`config.mk`:
```
export PLATFORM = sky130hd
export DESIGN_NAME = if_id_skid_stage
export DESIGN_NICKNAME = d
export VERILOG_FILES = /design/src/rtl/if_id_skid_stage.sv
export SDC_FILE = /design/constraint.sdc
export NUM_CORES = 1
export LEC_CHECK = 0
export ABC_AREA = 1
export CORE_ASPECT_RATIO = 0.6
export CORE_UTILIZATION = 50
export DETAILED_ROUTE_END_ITERATION = 12
export GPL_ROUTABILITY_DRIVEN = 1
export PLACE_DENSITY = 0.88
export SYNTH_ARGS = -nofsm -noshare
export SYNTH_HDL_FRONTEND = slang
export SYNTH_SLANG_ARGS = --single-unit
```
`constraint.sdc`:
```
create_clock -name Clk -period 3 [get_ports Clk]
set_input_delay 0.9 -clock Clk [delete_from_list [all_inputs] [get_ports Clk]]
set_output_delay 0.9 -clock Clk [all_outputs]
set_load 0.05 [all_outputs]
```
`src/rtl/if_id_skid_stage.sv`:
```
// IF/ID two-entry skid buffer: registered ready, strict FIFO order,
// flush to NOP, and a saturating backpressure-cycle counter.
//
// Ports:
//   Clk, Reset        clock and synchronous active-high reset
//   Flush             drops every held pair at the next edge
//   Instruction_IF,   fetched pair offered by IF,
//   PC_Plus_4_IF,     qualified by In_Valid;
//   In_Valid,         In_Ready says a pair can be taken
//   In_Ready          this cycle (registered state only)
//   Instruction_ID,   head pair presented to ID,
//   PC_Plus_4_ID,     qualified by Out_Valid;
//   Out_Valid,        Out_Ready takes the head this cycle
//   Out_Ready
//   Occupancy         number of held pairs (0..2)
//   Stall_Count       saturating count of valid-but-not-ready edges
module if_id_skid_stage #(
  parameter int INSTR_WIDTH = 32,
  parameter int PC_WIDTH = 32,
  parameter logic [INSTR_WIDTH-1:0] NOP_INSTR = '0,
  parameter int CNT_WIDTH = 16
) (
  input  logic                   Clk,
  input  logic                   Reset,
  input  logic                   Flush,
  input  logic [INSTR_WIDTH-1:0] Instruction_IF,
  input  logic [PC_WIDTH-1:0]    PC_Plus_4_IF,
  input  logic                   In_Valid,
  output logic                   In_Ready,
  output logic [INSTR_WIDTH-1:0] Instruction_ID,
  output logic [PC_WIDTH-1:0]    PC_Plus_4_ID,
  output logic                   Out_Valid,
  input  logic                   Out_Ready,
  output logic [1:0]             Occupancy,
  output logic [CNT_WIDTH-1:0]   Stall_Count
);

  typedef enum logic [1:0] {
    EMPTY = 2'd0,
    ONE   = 2'd1,
    TWO   = 2'd2
  } state_t;

  state_t                 state_q;
  state_t                 state_d;
  logic [INSTR_WIDTH-1:0] main_instr_q;
  logic [INSTR_WIDTH-1:0] main_instr_d;
  logic [PC_WIDTH-1:0]    main_pc_q;
  logic [PC_WIDTH-1:0]    main_pc_d;
  logic [INSTR_WIDTH-1:0] skid_instr_q;
  logic [INSTR_WIDTH-1:0] skid_instr_d;
  logic [PC_WIDTH-1:0]    skid_pc_q;
  logic [PC_WIDTH-1:0]    skid_pc_d;
  logic [CNT_WIDTH-1:0]   stall_q;

  logic accept;
  logic consume;
  logic stall;
  logic stall_sat;

  localparam logic [CNT_WIDTH-1:0] CNT_ONE =
    {{(CNT_WIDTH-1){1'b0}}, 1'b1};

  // Handshake flags decode from the state register only,
  // so In_Ready never sees Out_Ready combinationally.
  always_comb begin
    In_Ready  = 1'b1;
    Out_Valid = 1'b0;
    Occupancy = 2'd0;
    unique case (state_q)
      EMPTY: begin
        In_Ready  = 1'b1;
        Out_Valid = 1'b0;
        Occupancy = 2'd0;
      end
      ONE: begin
        In_Ready  = 1'b1;
        Out_Valid = 1'b1;
        Occupancy = 2'd1;
      end
      TWO: begin
        In_Ready  = 1'b0;
        Out_Valid = 1'b1;
        Occupancy = 2'd2;
      end
      default: begin
        In_Ready  = 1'b1;
        Out_Valid = 1'b0;
        Occupancy = 2'd0;
      end
    endcase
  end

  assign accept  = In_Valid & In_Ready;
  assign consume = Out_Valid & Out_Ready;

  assign Instruction_ID = main_instr_q;
  assign PC_Plus_4_ID   = main_pc_q;

  always_comb begin
    state_d      = state_q;
    main_instr_d = main_instr_q;
    main_pc_d    = main_pc_q;
    skid_instr_d = skid_instr_q;
    skid_pc_d    = skid_pc_q;
    if (Flush) begin
      // Handshakes in a flush cycle are dropped.
      state_d      = EMPTY;
      main_instr_d = NOP_INSTR;
      main_pc_d    = '0;
      skid_instr_d = '0;
      skid_pc_d    = '0;
    end else begin
      unique case (state_q)
        EMPTY: begin
          if (accept) begin
            state_d      = ONE;
            main_instr_d = Instruction_IF;
            main_pc_d    = PC_Plus_4_IF;
          end
        end
        ONE: begin
          unique case (1'b1)
            accept & consume: begin
              main_instr_d = Instruction_IF;
              main_pc_d    = PC_Plus_4_IF;
            end
            accept & ~consume: begin
              state_d      = TWO;
              skid_instr_d = Instruction_IF;
              skid_pc_d    = PC_Plus_4_IF;
            end
            ~accept & consume: begin
              state_d      = EMPTY;
              main_instr_d = NOP_INSTR;
              main_pc_d    = '0;
            end
            default: begin
              state_d = ONE;
            end
          endcase
        end
        TWO: begin
          if (consume) begin
            state_d      = ONE;
            main_instr_d = skid_instr_q;
            main_pc_d    = skid_pc_q;
          end
        end
        default: begin
          state_d      = EMPTY;
          main_instr_d = NOP_INSTR;
          main_pc_d    = '0;
        end
      endcase
    end
  end

  // The stall counter ignores Flush; only Reset clears it.
  assign stall     = Out_Valid & ~Out_Ready;
  assign stall_sat = &stall_q;

  always_ff @(posedge Clk) begin
    if (Reset) begin
      state_q      <= EMPTY;
      main_instr_q <= NOP_INSTR;
      main_pc_q    <= '0;
      skid_instr_q <= '0;
      skid_pc_q    <= '0;
      stall_q      <= '0;
    end else begin
      state_q      <= state_d;
      main_instr_q <= main_instr_d;
      main_pc_q    <= main_pc_d;
      skid_instr_q <= skid_instr_d;
      skid_pc_q    <= skid_pc_d;
      if (stall && !stall_sat) begin
        stall_q <= stall_q + CNT_ONE;
      end
    end
  end

  assign Stall_Count = stall_q;

endmodule

```
==> impl_metrics.tcl, run 1 <==
set metrics [dict create \
    status "complete, no violations" \
    drive_gt1_frac 0.0525 \
    place_congestion 0.854 \
    tritoncts "built" \
    hold_path_class "flip-flop to flip-flop" \
    synth-adder-area-share 0.0178 \
    place_inst 1220 \
    synth-xor-area-share 0.00416 \
    power_density_mw_per_mm2 585 \
    core_area_mm2 0.0122 \
    period_share 0.978 \
    peakVddDrop_mv 0.403 \
    synth_seq_cells 146 \
    synth_top_family_by_area "simple AND/OR/NAND/NOR gates" \
    post-route-drc-count 0 \
    startpoint "state_q[1]$_SDFFE_PP0P_" \
    antenna_cells 0 \
    final-setup-viol-count 0 \
    place_ws_ns -0.140 \
    synth_common_cells "nand2_1 (496), dfxtp_1 (146), a21oi_1 (141)" \
    stdcell_count 1250 \
    synth_area_mm2 0.00631 \
    fillCellCount 998 \
    min_period_ns 2.94 \
    syn_inst 941 \
    synth-compound-area-share 0.121 \
    drt_wl_total_um 17100 \
    grt_pass1_wl_um 27700 \
    r2r-start "state_q[1]$_SDFFE_PP0P_" \
    worst_slack_ns 0.0647 \
    initial_utilization 0.518 \
    drv_cap 0 \
    cts-resized-gates 0 \
    htree_levels 4 \
    clkTransAtPathRegs_ns 0.06 \
    io_pins 153 \
    worstSetupPathType "flip-flop to output pin" \
    synth_flop_cell "dfxtp_1" \
    worstPathRequired_ns 2.10 \
    cts_setup_buffers 0 \
    yosys.area.top_type "dfxtp_1" \
    slowest_stage "clkdlybuf4s50_1" \
    clkLatencyLatePin_ns 0.42 \
    end_kind "output pin" \
    drv_slew 0 \
    synthMuxAreaShare 0 \
    arrival_ns 2.04 \
    synth_nets 1019 \
    die_h_um 89.0 \
    leakage_nw 3.37 \
    synthMostInstantiatedCell "nand2_1" \
    wl_per_cell_um 13.7 \
    cts.sinks 146 \
    synth_edf_count 0 \
    hold_violations 0 \
    power_mw 5.03 \
    fin_nets 1152 \
    grt-ovfl-total 0 \
    ant_nets 0 \
    synthTopCellsByArea "dfxtp_1 (46%), nand2_1 (29%), a21oi_1 (11%), buf_2 (2.1%), nor2_1 (2.1%)" \
    drt-initial-drc-count 465 \
    tightestPinTransition_ns 0.718 \
    antenna_found_initial 0 \
    via_per_inst 5.15 \
    vias 6439 \
    yosysWarnings 0 \
    critPathMaxStageDelay_ns 0.85 \
    die_w_um 147 \
    dr.pass1.iters 5 \
    synth.top_cell.area_share 0.463 \
    hpwl_um 10800 \
    grt_max_degree 66 \
    grt_pass1_vias 5732 \
    avgSynthCellArea_um2 6.71 \
    start_kind "flip-flop" \
    crit_chain "inv_1 -> ha_1 -> clkdlybuf4s50_1" \
    synth-simple-area-share 0.338 \
    rsz0062_at_grt "no" \
    fmax_mhz 341 \
    grt_usage 0.266 \
    rows 31 \
    dieArea_mm2 0.0131 \
    synth_cell_type_count 26 \
    ys_seq_area_frac 0.463 \
    cts_root_buf "clkbuf_16" \
    portBuffers 152 \
    postSynth.asyncResetShare 0 \
    clk_path_buf_depth 2 \
    post-route-util 0.706 \
    fin_skew_ns 0.00937 \
    holdBufCountCts 0 \
    area_growth_pct 36.2 \
    max_slew_margin 0.520 \
    tritoncts.num_buffers 17 \
    min_from "Instruction_ID[27]$_SDFFE_PP0P_" \
    worstPathMaxFanout 6 \
]
worst max-delay path, delay by kind of cell (launching register included):
| kind | cells | cell delay [ns] |
|---|---|---|
| adder cells (fa/ha/maj) | 1 | 0.30 |
| buffers and inverters | 2 | 0.97 |
| flip-flops | 1 | 0.35 |
flip-flops by register name (all words and copies together), names as in the netlist:
signal and count:
Instruction_ID 32, PC_Plus_4_ID 32, skid_instr_q 32, skid_pc_q 32, Stall_Count 16, state_q 2
where the power goes:
group / total, mW / switching [mW] / internal, mW
clock: 2.13 / 0.793 / 1.33
combinational: 0.873 / 0.571 / 0.302
sequential: 2.03 / 0.0370 / 2.00
metal layers:
metal,share of wire,global-route usage
met5,0,0
met3,0.092,0.0704
met1,0.46,0.365
met2,0.43,0.408
met4,0.012,0.0909
final cells by class:
type | instances | area [um^2] | area share
inverters | 23 | 86.3 | 0.0100
clock buffers | 19 | 453 | 0.0527
flip-flops and latches | 146 | 2920 | 0.340
clock inverters | 11 | 138 | 0.0160
multi-input cells | 716 | 3050 | 0.354
well taps | 165 | 206 | 0.0240
repair buffers | 170 | 1750 | 0.203
through the flow:
step / TNS, ns / hold WS [ns] / instance area [um^2]
2_1_floorplan: 0 / 0.445 / 6310
4_1_cts: 0 / 0.463 / 8600
3_5_place_dp: -4.33 / 0.455 / 8010
6_report: 0 / 0.464 / 8600
3_3_place_gp: -2.62 / 0.450 / 8010
5_1_grt: 0 / 0.473 / 8600
cells in the final DEF, fill, tap and decap left out, types with 2 or more instances in the layout:
master / instances
nand4_1: 4
buf_12: 7
clkbuf_8: 2
clkinv_2: 5
inv_1: 22
nor3_1: 2
nand3_1: 14
dlymetal6s2s_1: 2
ha_1: 8
nor2_1: 35
bufinv_16: 3
clkinvlp_4: 3
clkdlybuf4s50_1: 150
nand2_1: 495
xor2_1: 2
dfxtp_1: 146
a211oi_1: 2
a21oi_1: 141
clkbuf_16: 17
o21ai_0: 2
buf_4: 11
kinds of logic (layout without fill, tap and decap cells):
group / Yosys count / after routing
AOI/OAI and AO/OA: 149 / 149
xor gates and xnor gates: 3 / 3
adders and majority gates: 9 / 9
buffers and inverters: 79 / 223
DFF: 146 / 146
and+or+nand+nor: 555 / 555
worst paths after layout:
path	slack (ns)	end	depth (start not counted)
max	0.06	Occupancy[0]	3
min	0.46	Instruction_ID[27]$_SDFFE_PP0P_	2
max reg2reg	0.43	Instruction_ID[12]$_SDFFE_PP0P_	12
min reg2reg	0.46	Instruction_ID[27]$_SDFFE_PP0P_	2
No activity file was read; power rests on OpenSTA's default activity.
==> inputs of run 2 (changes only) <==
--- a/config.mk
+++ b/config.mk
@@ -11,6 +11,7 @@
 export DETAILED_ROUTE_END_ITERATION = 12
 export GPL_ROUTABILITY_DRIVEN = 1
 export PLACE_DENSITY = 0.88
+export RECOVER_POWER = 50
 export SYNTH_ARGS = -nofsm -noshare
 export SYNTH_HDL_FRONTEND = slang
 export SYNTH_SLANG_ARGS = --single-unit
==> impl_metrics.tcl, run 2 (same netlist as run 1, synthesis figures left out) <==
set metrics [dict create \
    status "complete, no violations" \
    grt_max_degree 66 \
    wl_per_cell_um 13.7 \
    drt_wl_total_um 17200 \
    worstPathMaxFanout 6 \
    drive_gt1_frac 0.0498 \
    drt-initial-drc-count 410 \
    placed_area_mm2 0.00801 \
    drv_slew 0 \
    holdBufCountCts 0 \
    min_period_ns 2.91 \
    p_int_mw 3.62 \
    peakVddDrop_mv 0.402 \
    die_h_um 89.0 \
    min_from "Instruction_ID[27]$_SDFFE_PP0P_" \
    clkLatencyLatePin_ns 0.42 \
    clkTransAtPathRegs_ns 0.06 \
    grt_pass1_wl_um 27700 \
    clk_path_buf_depth 2 \
    r2r-start "state_q[1]$_SDFFE_PP0P_" \
    tritoncts.num_buffers 17 \
    register_area_mm2 0.00292 \
    tightestPinTransition_ns 0.718 \
    dr.pass1.iters 7 \
    reg2reg_depth 10 \
    hold-path-endpoint "Instruction_ID[27]$_SDFFE_PP0P_" \
    final-setup-viol-count 0 \
    io_pins 153 \
    worstSetupPathType "flip-flop to output pin" \
    final_common_cell "nand2_1" \
    rows 31 \
    r2r_slack_ns 0.41 \
    htree_levels 4 \
    antenna_cells 0 \
    layout_common_cells "nand2_1 (496), dfxtp_1 (146), a21oi_1 (141)" \
    grt-ovfl-total 0 \
    max_slew_margin 0.521 \
    worst_slack_ns 0.0854 \
    power_density_mw_per_mm2 587 \
    place_ws_ns -0.140 \
    vias 6503 \
    portBuffers 152 \
    leakage_nw 3.46 \
    final_area_mm2 0.00855 \
    dieArea_mm2 0.0131 \
    antenna_found_initial 0 \
    area_growth_pct 35.4 \
    min_path_cells 2 \
    fin_skew_ns 0.00863 \
    start_kind "flip-flop" \
    cts_setup_buffers 0 \
    drv_cap 0 \
    tritoncts "built" \
    period_share 0.972 \
    fillCellCount 1004 \
    p_seq_frac 0.405 \
    switchingPower_mw 1.40 \
    combPwrFrac 0.171 \
    rsz0062_at_grt "no" \
    fmax_mhz 343 \
    cts-resized-gates 0 \
    cts_root_buf "clkbuf_16" \
    sw_frac_of_total 0.279 \
    grt_usage 0.266 \
    core_area_mm2 0.0122 \
    ant_nets 0 \
    clkPwrFrac 0.424 \
    fin_nets 1152 \
    place_congestion 0.854 \
    end_kind "output pin" \
    grt_pass1_vias 5732 \
    multi_input_comb_area_mm2 0.00304 \
    worstPathRequired_ns 2.10 \
    die_w_um 147 \
    cts.sinks 146 \
    hold_path_class "flip-flop to flip-flop" \
    post-route-drc-count 0 \
    hold_violations 0 \
    rr_endpoint "skid_instr_q[26]$_SDFFE_PP0P_" \
    arrival_ns 2.01 \
    initial_utilization 0.518 \
    via_per_inst 5.20 \
    hpwl_um 10800 \
]
run 2: cell count changes in the layout (fill, tap and decap cells not counted), sizes merged:
cell / before / now
dlygate4sd3: 0 / 32
buf: 18 / 16
clkdlybuf4s50: 150 / 118
clkbuf: 19 / 21
run 2: metal layers:
| metal | track usage | vias up | part of all wire |
|---|---|---|---|
| met5 | 0 | - | 0 |
| met4 | 0.0909 | 0 | 0.014 |
| met3 | 0.0704 | 32 | 0.094 |
| met2 | 0.408 | 297 | 0.43 |
| met1 | 0.365 | 2950 | 0.46 |
| li1 | - | 3224 | - |
run 2: cell type report:
| cell class | count | area share |
|---|---|---|
| Clock buffer | 19 | 0.0530 |
| Sequential cell | 146 | 0.342 |
| Timing Repair Buffer | 170 | 0.199 |
| Tap cell | 165 | 0.0241 |
| Clock inverter | 11 | 0.0161 |
| Inverter | 23 | 0.0101 |
| Multi-Input combinational cell | 716 | 0.356 |
run 2: power by group through the flow:
stage / Clock (mW) / Combinational (mW) / Sequential, mW
after detailed placement: 0 / 0.861 / 2.07
final: 2.13 / 0.858 / 2.03
after global routing: 2.23 / 0.932 / 2.04
after global placement: 0 / 0.851 / 2.07
after CTS: 2.14 / 0.871 / 2.03
after floorplan: 0 / 0.397 / 2.22
run 2: critical path, cell delays in order (launching register included):
cell,delay [ns]
dfxtp_1,0.35
inv_1,0.12
ha_1,0.29
clkdlybuf4s50_1,0.84
run 2: how the worst max path moves through the flow:
stage | to | cells after the start | from
finish | Occupancy[0] | 3 | state_q[1]$_SDFFE_PP0P_
global route | Occupancy[0] | 3 | state_q[1]$_SDFFE_PP0P_
CTS | Out_Valid | 3 | state_q[1]$_SDFFE_PP0P_
detailed placement | Instruction_ID[12]$_SDFFE_PP0P_ | 11 | In_Valid
global placement | PC_Plus_4_ID[1]$_SDFFE_PP0P_ | 11 | In_Valid
floorplan | PC_Plus_4_ID[27]$_SDFFE_PP0P_ | 11 | In_Valid
run 2: metrics by stage:
step	utilization	hold slack, ns	instances	setup TNS, ns	power [mW]
3_5_place_dp	0.657	0.455	1220	-4.33	2.93
3_3_place_gp	0.657	0.450	1220	-2.62	2.92
5_1_grt	0.702	0.473	1250	0	5.20
4_1_cts	0.706	0.463	1250	0	5.04
6_report	0.702	0.461	1250	0	5.02
2_1_floorplan	-	0.445	941	0	2.62
